**config.mk**
```make
export PLATFORM = sky130hd
export DESIGN_NAME = fpu_result_queue
export DESIGN_NICKNAME = d
export VERILOG_FILES = /design/src/rtl/fpu_result_queue.sv
export SDC_FILE = /design/constraint.sdc
export NUM_CORES = 1
export LEC_CHECK = 0
export BUFFER_PORTS_ARGS = -buffer_cell sky130_fd_sc_hd__buf_2
export CAP_MARGIN = 30
export CELL_PAD_IN_SITES_DETAIL_PLACEMENT = 0
export CELL_PAD_IN_SITES_GLOBAL_PLACEMENT = 1
export CORE_MARGIN = 10
export CORE_UTILIZATION = 50
export DETAILED_ROUTE_END_ITERATION = 10
export GPL_ROUTABILITY_DRIVEN = 0
export PLACE_DENSITY_LB_ADDON = 0.1
export SYNTH_ARGS = -nofsm -noshare
export SYNTH_HDL_FRONTEND = slang
export SYNTH_SLANG_ARGS = --single-unit
```
**constraint.sdc**
```tcl
create_clock -name clk -period 7.6 [get_ports clk]
set_input_delay 1.52 -clock clk [delete_from_list [all_inputs] [get_ports clk]]
set_output_delay 1.52 -clock clk [all_outputs]
set_load 0.02 [all_outputs]
```
**src/rtl/fpu_result_queue.sv**
```systemverilog
// rtl/fpu_result_queue.sv - FIFO between FPU result producers and FP register-file writeback.
// Optional combinational empty-queue bypass is enabled by defining FPU_RESULT_QUEUE_BYPASS_EN.
module fpu_result_queue #(
   parameter int DEPTH = 4,
   parameter int TAG_W = 5
) (
   input  logic                     clk,
   input  logic                     rst,
   input  logic                     flush,
   input  logic                     in_valid,
   output logic                     in_ready,
   input  logic [31:0]              in_data,
   input  logic [TAG_W-1:0]         in_tag,
   output logic                     out_valid,
   input  logic                     out_ready,
   output logic [31:0]              out_data,
   output logic [TAG_W-1:0]         out_tag,
   output logic [$clog2(DEPTH):0]   count
);

   localparam int PW = $clog2(DEPTH);
   localparam int CW = PW + 1;

   logic [31:0]      data_mem [DEPTH];
   logic [TAG_W-1:0] tag_mem  [DEPTH];

   logic [PW-1:0]    wr_ptr, rd_ptr, wr_next, rd_next;
   logic [CW-1:0]    count_q, count_next;
   logic             ov_q;
   logic [31:0]      od_q, head_data;
   logic [TAG_W-1:0] ot_q, head_tag;
   logic [31:0]      san_data;
   logic             push, pop, bypass_take;

   // Zero exponent covers both denormals and signed zero.
   assign san_data = (in_data[30:23] == 8'd0) ? {in_data[31], 31'd0} : in_data;

   assign in_ready = (count_q != CW'(DEPTH));
   assign count    = count_q;

`ifdef FPU_RESULT_QUEUE_BYPASS_EN
   logic bypass_show;
   assign bypass_show = (count_q == '0) && in_valid && !flush;
   assign bypass_take = bypass_show && out_ready;
   assign out_valid   = bypass_show | ov_q;
   assign out_data    = bypass_show ? san_data : od_q;
   assign out_tag     = bypass_show ? in_tag : ot_q;
`else
   assign bypass_take = 1'b0;
   assign out_valid   = ov_q;
   assign out_data    = od_q;
   assign out_tag     = ot_q;
`endif

   assign push = in_valid && in_ready && !bypass_take;
   assign pop  = ov_q && out_ready;

   always_comb begin
      wr_next    = wr_ptr;
      rd_next    = rd_ptr;
      count_next = count_q;
      head_data  = '0;
      head_tag   = '0;
      if (flush) begin
         wr_next    = '0;
         rd_next    = '0;
         count_next = '0;
      end else begin
         if (push) wr_next = wr_ptr + 1'b1;
         if (pop)  rd_next = rd_ptr + 1'b1;
         if (push && !pop)      count_next = count_q + 1'b1;
         else if (pop && !push) count_next = count_q - 1'b1;
      end
      // The new head may be the slot being written this very edge.
      if (push && !flush && (wr_ptr == rd_next)) begin
         head_data = san_data;
         head_tag  = in_tag;
      end else begin
         head_data = data_mem[rd_next];
         head_tag  = tag_mem[rd_next];
      end
   end

   always_ff @(posedge clk or posedge rst) begin
      if (rst) begin
         wr_ptr  <= '0;
         rd_ptr  <= '0;
         count_q <= '0;
         ov_q    <= 1'b0;
         od_q    <= '0;
         ot_q    <= '0;
      end else begin
         wr_ptr  <= wr_next;
         rd_ptr  <= rd_next;
         count_q <= count_next;
         ov_q    <= (count_next != '0);
         od_q    <= head_data;
         ot_q    <= head_tag;
      end
   end

   always_ff @(posedge clk) begin
      if (push && !flush) begin
         data_mem[wr_ptr] <= san_data;
         tag_mem[wr_ptr]  <= in_tag;
      end
   end

endmodule

```
==> results of run 1 <==
-- per-layer routing --
metal / GRT usage (%) / up-vias
li1: - / 1604
met1: 17.61 / 1837
met2: 24.24 / 87
met3: 5.380 / 5
met4: 4.675 / 0
met5: 0 / -
-- cell type report --
class                           count  area [um^2]
Tap cell                          188        235.2
Multi-Input combinational cell    147         1914
Fill cell                        1171         6269
Inverter                            6        22.52
Clock buffer                       18        429.2
Timing Repair Buffer               89        510.5
Sequential cell                   193         5570
Clock inverter                     14        138.9
-- worst max-delay path: cells and delay by family --
family | cells | cell delay [ns]
and+or+nand+nor | 1 | 0.12
buffers and inverters | 2 | 0.72
muxes | 3 | 1.62
-- metrics by stage --
step	utilization [%]	cells	worst slack (ns)
finish	58.46	655	3.911
global route	58.46	655	3.716
CTS	58.46	655	3.832
detailed placement	54.69	623	3.362
global placement	54.16	619	3.398
floorplan	-	368	4.221
-- cell usage in the layout (no fill, tap or decap), types with 3 or more instances in the layout --
cell type / Yosys / layout
mux4_2: 36 / 36
a21oi_1: 3 / 3
mux2_4: 31 / 31
and2_2: 0 / 4
clkinvlp_4: 0 / 4
edfxtp_1: 148 / 148
clkinv_2: 0 / 3
and2_1: 27 / 23
buf_12: 1 / 4
nand2_1: 8 / 8
inv_1: 6 / 5
dfrtp_1: 45 / 45
nor2_1: 4 / 4
buf_2: 2 / 83
clkbuf_16: 0 / 17
mux2_2: 7 / 7
nand3_1: 3 / 3
ha_1: 7 / 7
-- logic make-up after synthesis --
| family | Yosys count | share of synthesized area, % |
|---|---|---|
| fa+ha+maj | 8 | 1.276 |
| simple gates | 51 | 3.943 |
| mux | 76 | 18.24 |
| compound gates | 8 | 0.7362 |
| flops | 193 | 72.84 |
| xor+xnor | 4 | 0.6545 |
| buf+inv | 28 | 2.307 |
-- worst paths after layout --
path / start / end / depth (start not counted)
worst max-delay path: out_ready / out_data[30] / 6
worst min-delay path: wr_ptr[1] / wr_ptr[1] / 2
worst max register to register: out_valid / out_data[30] / 5
worst min register to register: wr_ptr[1] / wr_ptr[1] / 2
max in group asynchronous: rst / count[1] / 3
min in group asynchronous: rst / out_data[5] / 3
-- report_power, final --
group          leakage (nW)  internal, mW  switching, mW  total (mW)
Sequential             1.88          1.24         0.0404        1.28
Clock                 0.268         0.482          0.376       0.859
Combinational          1.17         0.245          0.278       0.523
-- sequential cells by signal (all words and copies together), names as in the netlist --
name,count
out_data,32
data_mem,128
count,3
rd_ptr,2
out_valid,1
wr_ptr,2
out_tag,5
tag_mem,20
==> out/qor.yml, run 1 <==
critical_path:
  max_stage_delay_ns: 0.74
  crit_type: "in2reg"
  cp_cell_sequence: "buf_2, nand3_1, mux2i_4, buf_4, mux4_1, mux2_4"
  r2r_slack_ns: 4.68
  worst_setup_path_end_kind: "flop"
  cp.arrival_ns: 4.00
  critPathMaxFanout: 27
  start_kind: "input pin"
  cp.required_ns: 7.91
  cpMaxStageDelayCell: "mux2i_4"
route:
  drt_pass1_iterations: 4
  drt_iter0_drc: 276
  top_layer: "met4"
  dr_wl_met2_mm: 7.382
  wl_met1_mm: 6.043
  drtAntennaViolNets: 0
  drc: 0
  vias: 3533
  wl_per_cell_um: 21.73
  met3WireLength_um: 737
  routed_wl_mm: 14.24
  via_per_inst: 5.394
synthesis:
  syn_avg_cell_area_um2: 20.78
  synth.yosys.warnings: 0
  async_flop_share_pct: 23.32
  yosysMostFrequentCell: "edfxtp_1"
  ys_ff_latch: 193
  synth_edf_count: 148
  synth_top_area_share_pct: 58.12
  yosysUniqueCellTypes: 35
  synthFlopType: "edfxtp_1"
  synthCells: 368
  synth-seq-area-share_pct: 72.84
  syn-num-nets: 417
  synth.area.top_cells: "edfxtp_1 (58%), dfrtp_1 (15%), mux4_2 (11%), mux2_4 (6.1%), and2_1 (2.2%)"
  synth_common_cells: "edfxtp_1 (148), dfrtp_1 (45), mux4_2 (36)"
  yosysTopAreaCell: "edfxtp_1"
  syn_area_um2: 7647
clock_tree:
  root_buffer: "clkbuf_16"
  h-tree-depth: 4
  worstSkewPairLatency_ns: 0.43
  cts_hold_buf: 0
  cts_tree: "yes"
  cts_resized: 0
  cts_setup_buffers: 0
  clk_pin_slew_ns: 0.06
  clock_sinks: 193
  cts_buffers: 17
  clockBufferDepth: 2
sta:
  finalCritPeriodShare_pct: 48.54
  relSlewSlack_pct: 40.73
  period_needed_ns: 3.689
  fin_skew_ns: 0.007664
  setup_viol: 0
  final_max_slew_viol_count: 0
  hold_viol: 0
  rsz0062_at_grt: "false"
  finalSetupTns_ns: 0
  hold_ws_ns: 0.5830
  fmax_mhz: 271.1
  worst_slew_pin_slew_ns: 0.8869
global_routing:
  grt_pass1_wl_mm: 22.14
  grt_antenna_before_repair: 0
  grt_max_degree: 46
  grt_usage_pct: 14.70
  grt-ovfl-total: 0
  grt_pass1_vias: 3864
place:
  placed_area_um2: 8253
  hpwl_mm: 8.302
  port_buffers: 83
floorplanning:
  io-pin-count: 84
  dieArea_um2: 20640
  fp-row-count: 45
  core-area_um2: 15090
  dieWidth_um: 143.7
  initial_core_util_pct: 50.68
  fp.dieH_um: 143.7
cells_and_area:
  fin_area_um2: 8821
  layout.nets: 503
  syn_to_final_growth_pct: 15.35
  antennaDiodeCount: 0
  drive_gt1_share_pct: 44.11
job:
  cap_violations: 0
pwr:
  p_leak_nw: 3.314
  power_mw: 2.662
  power.density_nw_per_um2: 301.8
  ir_drop_mv: 0.1638
worst_hold_path:
  hold_path_class: "reg2reg"
run_status:
  status: "complete, no violations"
Note: power is estimated with default switching activity, not from simulation.
==> inputs of run 2 (changes only) <==
--- a/config.mk
+++ b/config.mk
@@ -5,12 +5,13 @@
 export SDC_FILE = /design/constraint.sdc
 export NUM_CORES = 1
 export LEC_CHECK = 0
+export ABC_AREA = 1
 export BUFFER_PORTS_ARGS = -buffer_cell sky130_fd_sc_hd__buf_2
 export CAP_MARGIN = 30
 export CELL_PAD_IN_SITES_DETAIL_PLACEMENT = 0
 export CELL_PAD_IN_SITES_GLOBAL_PLACEMENT = 1
 export CORE_MARGIN = 10
-export CORE_UTILIZATION = 50
+export CORE_UTILIZATION = 42
 export DETAILED_ROUTE_END_ITERATION = 10
 export GPL_ROUTABILITY_DRIVEN = 0
 export PLACE_DENSITY_LB_ADDON = 0.1
==> constraint.sdc (replaced) <==
create_clock -name clk -period 3 [get_ports clk]
set_input_delay 0.6 -clock clk [delete_from_list [all_inputs] [get_ports clk]]
set_output_delay 0.6 -clock clk [all_outputs]
set_load 0.02 [all_outputs]
==> run 2 against run 1 <==
Core utilization decreased by 9.1 points. Sequential cell count unchanged. Area after synthesis increased by 14%. Synthesized cell count increased by 140%. Clock skew about the same. Global-route usage increased by 1.6 points. Clock power increased to 2.6 times the previous value. Wire length increased by 52%. Critical endpoint is now tag_mem[2][0]. Highest routed layer unchanged.
==> out/qor.yml, run 2 <==
sta:
  relSlewSlack_pct: 54.91
  fmax_mhz: 435.5
  period_needed_ns: 2.296
  hold_viol: 0
  worst_slew_pin_slew_ns: 0.6764
  final_max_slew_viol_count: 0
  rsz0062_at_grt: "false"
  finalCritPeriodShare_pct: 76.55
  setup_viol: 0
  finalSetupTns_ns: 0
  fin_skew_ns: 0.007520
worst_hold_path:
  hold_path_class: "in2async"
critical_path:
  crit_end: "tag_mem[2][0]"
  start_kind: "flop"
  rr_endpoint: "tag_mem[2][0]"
  cp.arrival_ns: 2.42
  crit_type: "reg2reg"
  reg2reg_depth: 8
  r2r_slack_ns: 0.70
  r2r-start: "count[0]"
  critPathMaxFanout: 29
  cp.required_ns: 3.12
  worst_setup_path_end_kind: "flop"
  startpoint: "count[0]"
cells_and_area:
  instances_no_fill: 1243
  postLayoutCoreUtil_pct: 49.34
  drive_gt1_share_pct: 15.72
  layout.nets: 1009
  final_cell_mix: "nand2_1 (205), inv_1 (187), edfxtp_1 (148)"
  largest_reg_flops: 128
  syn_to_final_growth_pct: 14.88
  final_common_cell: "nand2_1"
  top_register: "data_mem"
  fin_area_um2: 10050
  antennaDiodeCount: 0
synthesis:
  synthFlopType: "edfxtp_1"
  synth_edf_count: 148
  syn-num-nets: 948
  ys_ff_latch: 193
  async_flop_share_pct: 23.32
  synth_common_cells: "nand2_1 (205), inv_1 (188), edfxtp_1 (148)"
  synth-seq-area-share_pct: 63.69
  synth_top_area_share_pct: 50.82
  synth.yosys.warnings: 0
  syn_area_um2: 8746
  yosysMostFrequentCell: "nand2_1"
  synth.area.top_cells: "edfxtp_1 (51%), dfrtp_1 (13%), nand2_1 (8.8%), inv_1 (8.1%), nand4_1 (5.4%)"
  syn_avg_cell_area_um2: 9.728
  yosysUniqueCellTypes: 22
  synthCells: 899
  yosysTopAreaCell: "edfxtp_1"
floorplanning:
  dieWidth_um: 164.3
  fp.dieH_um: 164.3
  initial_core_util_pct: 42.95
  core-area_um2: 20360
  dieArea_um2: 27000
  fp-row-count: 52
  io-pin-count: 84
clock_tree:
  cts_buffers: 17
  cts_tree: "yes"
  worstSkewPairLatency_ns: 0.43
  cts_hold_buf: 0
  h-tree-depth: 4
  cts_setup_buffers: 0
  clockBufferDepth: 2
  clk_pin_slew_ns: 0.07
  root_buffer: "clkbuf_16"
  clock_sinks: 193
  cts_resized: 0
run_status:
  status: "complete, no violations"
pwr:
  power.density_nw_per_um2: 717.4
  pwr-share-clk_pct: 31.4
  p_leak_nw: 4.653
  p_comb_share_pct: 23.3
  switching_share_pct: 31.68
  ir_drop_mv: 0.5191
  seq_power_share_pct: 45.3
  intPower_mw: 4.924
  net-switching-power_mw: 2.283
route:
  routed_wl_mm: 21.66
  vias: 6096
  wl_per_cell_um: 17.42
  drc: 0
  drt_pass1_iterations: 4
  drt_iter0_drc: 403
  via_per_inst: 4.904
  drtAntennaViolNets: 0
global_routing:
  grt-ovfl-total: 0
  grt_pass1_wl_mm: 33.82
  grt_max_degree: 76
  grt_usage_pct: 16.32
  grt_antenna_before_repair: 0
  grt_pass1_vias: 5988
place:
  port_buffers: 83
  placed_area_um2: 9460
  hpwl_mm: 12.40
  placed_cells: 1211
job:
  cap_violations: 0
run 2: changes by cell type after synthesis, sizes merged, moves of 3 or more:
cell / change
nand2: +200
inv: +184
nand3: +80
nand4: +76
o21ai: +39
mux2: -38
mux4: -37
nor2: +32
and2: -28
buf: +24
clkbuf: +16
xnor2: -4
a21oi: -3
run 2: area by class of cell:
| cell class | count | area (um^2) |
|---|---|---|
| timing repair buffer | 104 | 623.1 |
| clock buffer | 20 | 456.7 |
| sequential | 193 | 5570 |
| multi-input combinational | 453 | 2212 |
| tap | 270 | 337.8 |
| fill | 1907 | 10320 |
| clock inverter | 12 | 130.1 |
| inverter | 191 | 716.9 |
run 2: critical path, stage by stage (launching register included):
cell     delay (ns)
dfrtp_1        0.39
inv_1          0.09
ha_1           0.20
nand2_1        0.08
nand2_2        0.10
nor2_2         0.22
inv_1          0.22
nor2_4         0.36
buf_12         0.29
run 2: per-layer routing:
metal,up-vias,track usage (%),part of all wire [%]
met5,-,0,0
met4,0,4.793,1.4
met3,26,3.179,4.2
met2,136,28.66,51
met1,2910,19.86,43
li1,3024,-,-
run 2: kinds of logic after synthesis:
kind of cell | share of synthesized area [%]
AOI/OAI and AO/OA | 2.289
adders and majority gates | 1.001
buffers and inverters | 11.76
DFF | 63.69
and+or+nand+nor | 21.26
run 2: worst min-delay path by stage:
stage | startpoint | to | slack (ns) | depth (start not counted)
after floorplan | data_mem[2][15] | out_data[15] | 0.61 | 6
after global placement | rst | out_data[6] | 0.58 | 2
after detailed placement | rst | out_data[9] | 0.58 | 2
final | rst | out_data[9] | 0.12 | 2
after global routing | rst | out_data[9] | 0.13 | 2
after CTS | rst | out_data[9] | 0.12 | 2
run 2: metrics by stage:
step           hold WS (ns)  worst slack (ns)  power (mW)
6_report             0.1166            0.7036       7.207
5_1_grt              0.1305            0.5423       7.575
4_1_cts              0.1158            0.6674       7.297
3_5_place_dp         0.5821            0.4603       5.032
3_3_place_gp         0.5775            0.5693       5.003
2_1_floorplan        0.6127           -0.3069       4.440
run 2: power groups by stage:
stage               Combinational [mW]  Clock (mW)  Sequential [mW]
global placement                  1.68           0             3.32
detailed placement                1.71           0             3.33
floorplan                        0.898           0             3.54
CTS                               1.71        2.32             3.27
finish                            1.68        2.27             3.26
global route                      1.87        2.42             3.29
==> inputs of run 3 (changes only) <==
==> constraint.sdc (replaced) <==
create_clock -name clk -period 2.1 [get_ports clk]
set_input_delay 0.42 -clock clk [delete_from_list [all_inputs] [get_ports clk]]
set_output_delay 0.42 -clock clk [all_outputs]
set_load 0.02 [all_outputs]
==> run 3 against run 2 <==
Via count increased by 2.4%. First-iteration DRC count increased by 1.5%. Wire length increased by 3.7%. Sequential cell count unchanged. Core utilization increased by 0.81 points. Setup slack got worse by 0.58 ns. Highest routed layer unchanged.
==> out/qor.yml, run 3 (same netlist as run 2, synthesis figures left out) <==
cells_and_area:
  layout.nets: 1020
  top_register: "data_mem"
  drive_gt1_share_pct: 16.97
  final_cell_mix: "nand2_1 (204), inv_1 (186), edfxtp_1 (148)"
  largest_reg_flops: 128
  syn_to_final_growth_pct: 16.77
  final_common_cell: "nand2_1"
  antennaDiodeCount: 0
clock_tree:
  clk_pin_slew_ns: 0.07
  cts_resized: 0
  clock_sinks: 193
  cts_tree: "yes"
  cts_setup_buffers: 0
  worstSkewPairLatency_ns: 0.43
  root_buffer: "clkbuf_16"
  clockBufferDepth: 2
  h-tree-depth: 4
  cts_buffers: 17
  cts_hold_buf: 0
critical_path:
  crit_type: "reg2reg"
  crit_family: "simple AND/OR/NAND/NOR gates"
  cp.arrival_ns: 2.34
  cp_cell_sequence: "inv_1, ha_2, nand2_4, nand2_4, nor2_4, nand3_2, nor2_4, nand2_1, nand2_1"
  cp.required_ns: 2.46
  start_kind: "flop"
  worst_setup_path_end_kind: "flop"
  cp_num_buf_inv: 1
  critPathMaxFanout: 18
  cpMaxStageDelayCell: "nor2_4"
  max_stage_delay_ns: 0.59
global_routing:
  grt_pass1_wl_mm: 34.96
  grt_usage_pct: 16.79
  use_met1_pct: 20.66
  grtUsageMet2_pct: 28.60
  grt-ovfl-total: 0
  gr-max-usage-layer: "met2"
  met3_usage_pct: 2.954
  grt_max_degree: 76
  grt_pass1_vias: 6378
  grt_antenna_before_repair: 0
route:
  via_per_inst: 4.980
  drtAntennaViolNets: 0
  vias: 6245
  drc: 0
  drt_iter0_drc: 409
  wl_per_cell_um: 17.91
  routed_wl_mm: 22.46
  drt_pass1_iterations: 5
pwr:
  power.density_nw_per_um2: 1014
  ir_drop_mv: 0.5860
  p_leak_nw: 4.720
sta:
  period_needed_ns: 1.981
  final_max_slew_viol_count: 0
  fin_skew_ns: 0.01181
  relSlewSlack_pct: 55.28
  finalCritPeriodShare_pct: 94.31
  hold_ws_ns: 0.05274
  finalSetupTns_ns: 0
  setup_viol: 0
  hold_viol: 0
  fmax_mhz: 504.9
  rsz0062_at_grt: "false"
  worst_slew_pin_slew_ns: 0.6693
floorplanning:
  core-area_um2: 20360
  dieArea_um2: 27000
  fp.dieH_um: 164.3
  io-pin-count: 84
  initial_core_util_pct: 42.95
  fp-row-count: 52
  dieWidth_um: 164.3
place:
  hpwl_mm: 13.16
  port_buffers: 83
job:
  cap_violations: 0
worst_hold_path:
  hold_path_class: "in2async"
run_status:
  status: "complete, no violations"
run 3: path summary, 6_finish.rpt:
path,startpoint,to,slack [ns],cells past startpoint
min reg2reg,count[0],count[0],0.62,3
min,rst,out_data[4],0.05,2
max reg2reg,count[0],out_data[6],0.12,9
min in group clk,in_tag[2],tag_mem[0][2],0.22,1
max,count[0],out_data[6],0.12,9
max in group asynchronous,rst,count[1],1.48,3
run 3: per-stage QoR:
step	setup WS (ns)	cell area (um^2)	util, %	instances	power [mW]
finish	0.1195	10210	50.15	1254	10.36
global route	0.01037	10210	50.15	1254	10.91
CTS	0.1236	10200	50.07	1253	10.46
detailed placement	0.09395	9615	47.22	1221	7.262
global placement	0.1233	9615	47.22	1221	7.213
floorplan	0.006232	8801	-	899	6.370
run 3: where the power goes:
part | internal, mW | switching (mW)
Combinational | 0.752 | 1.75
Sequential | 4.51 | 0.145
Clock | 1.80 | 1.40
run 3: cell type report:
class / instances / area, um^2
sequential: 193 / 5573
clock buffer: 21 / 450.4
fill: 1886 / 10150
tap: 270 / 337.8
clock inverter: 11 / 131.4
timing repair buffer: 114 / 764.5
multi-input combinational: 454 / 2236
inverter: 191 / 719.4
run 3: worst reg2reg max path: cells and delay by family (launching register included):
kind | cells | cell delay (ns)
and+or+nand+nor | 7 | 1.25
DFF | 1 | 0.38
adders and majority gates | 1 | 0.20
buffers and inverters | 1 | 0.08
run 3: layer usage:
layer	wire, um	vias up
met3	922	32
met2	11260	138
met1	9826	3016
met4	450	0
met5	0	-
li1	-	3059
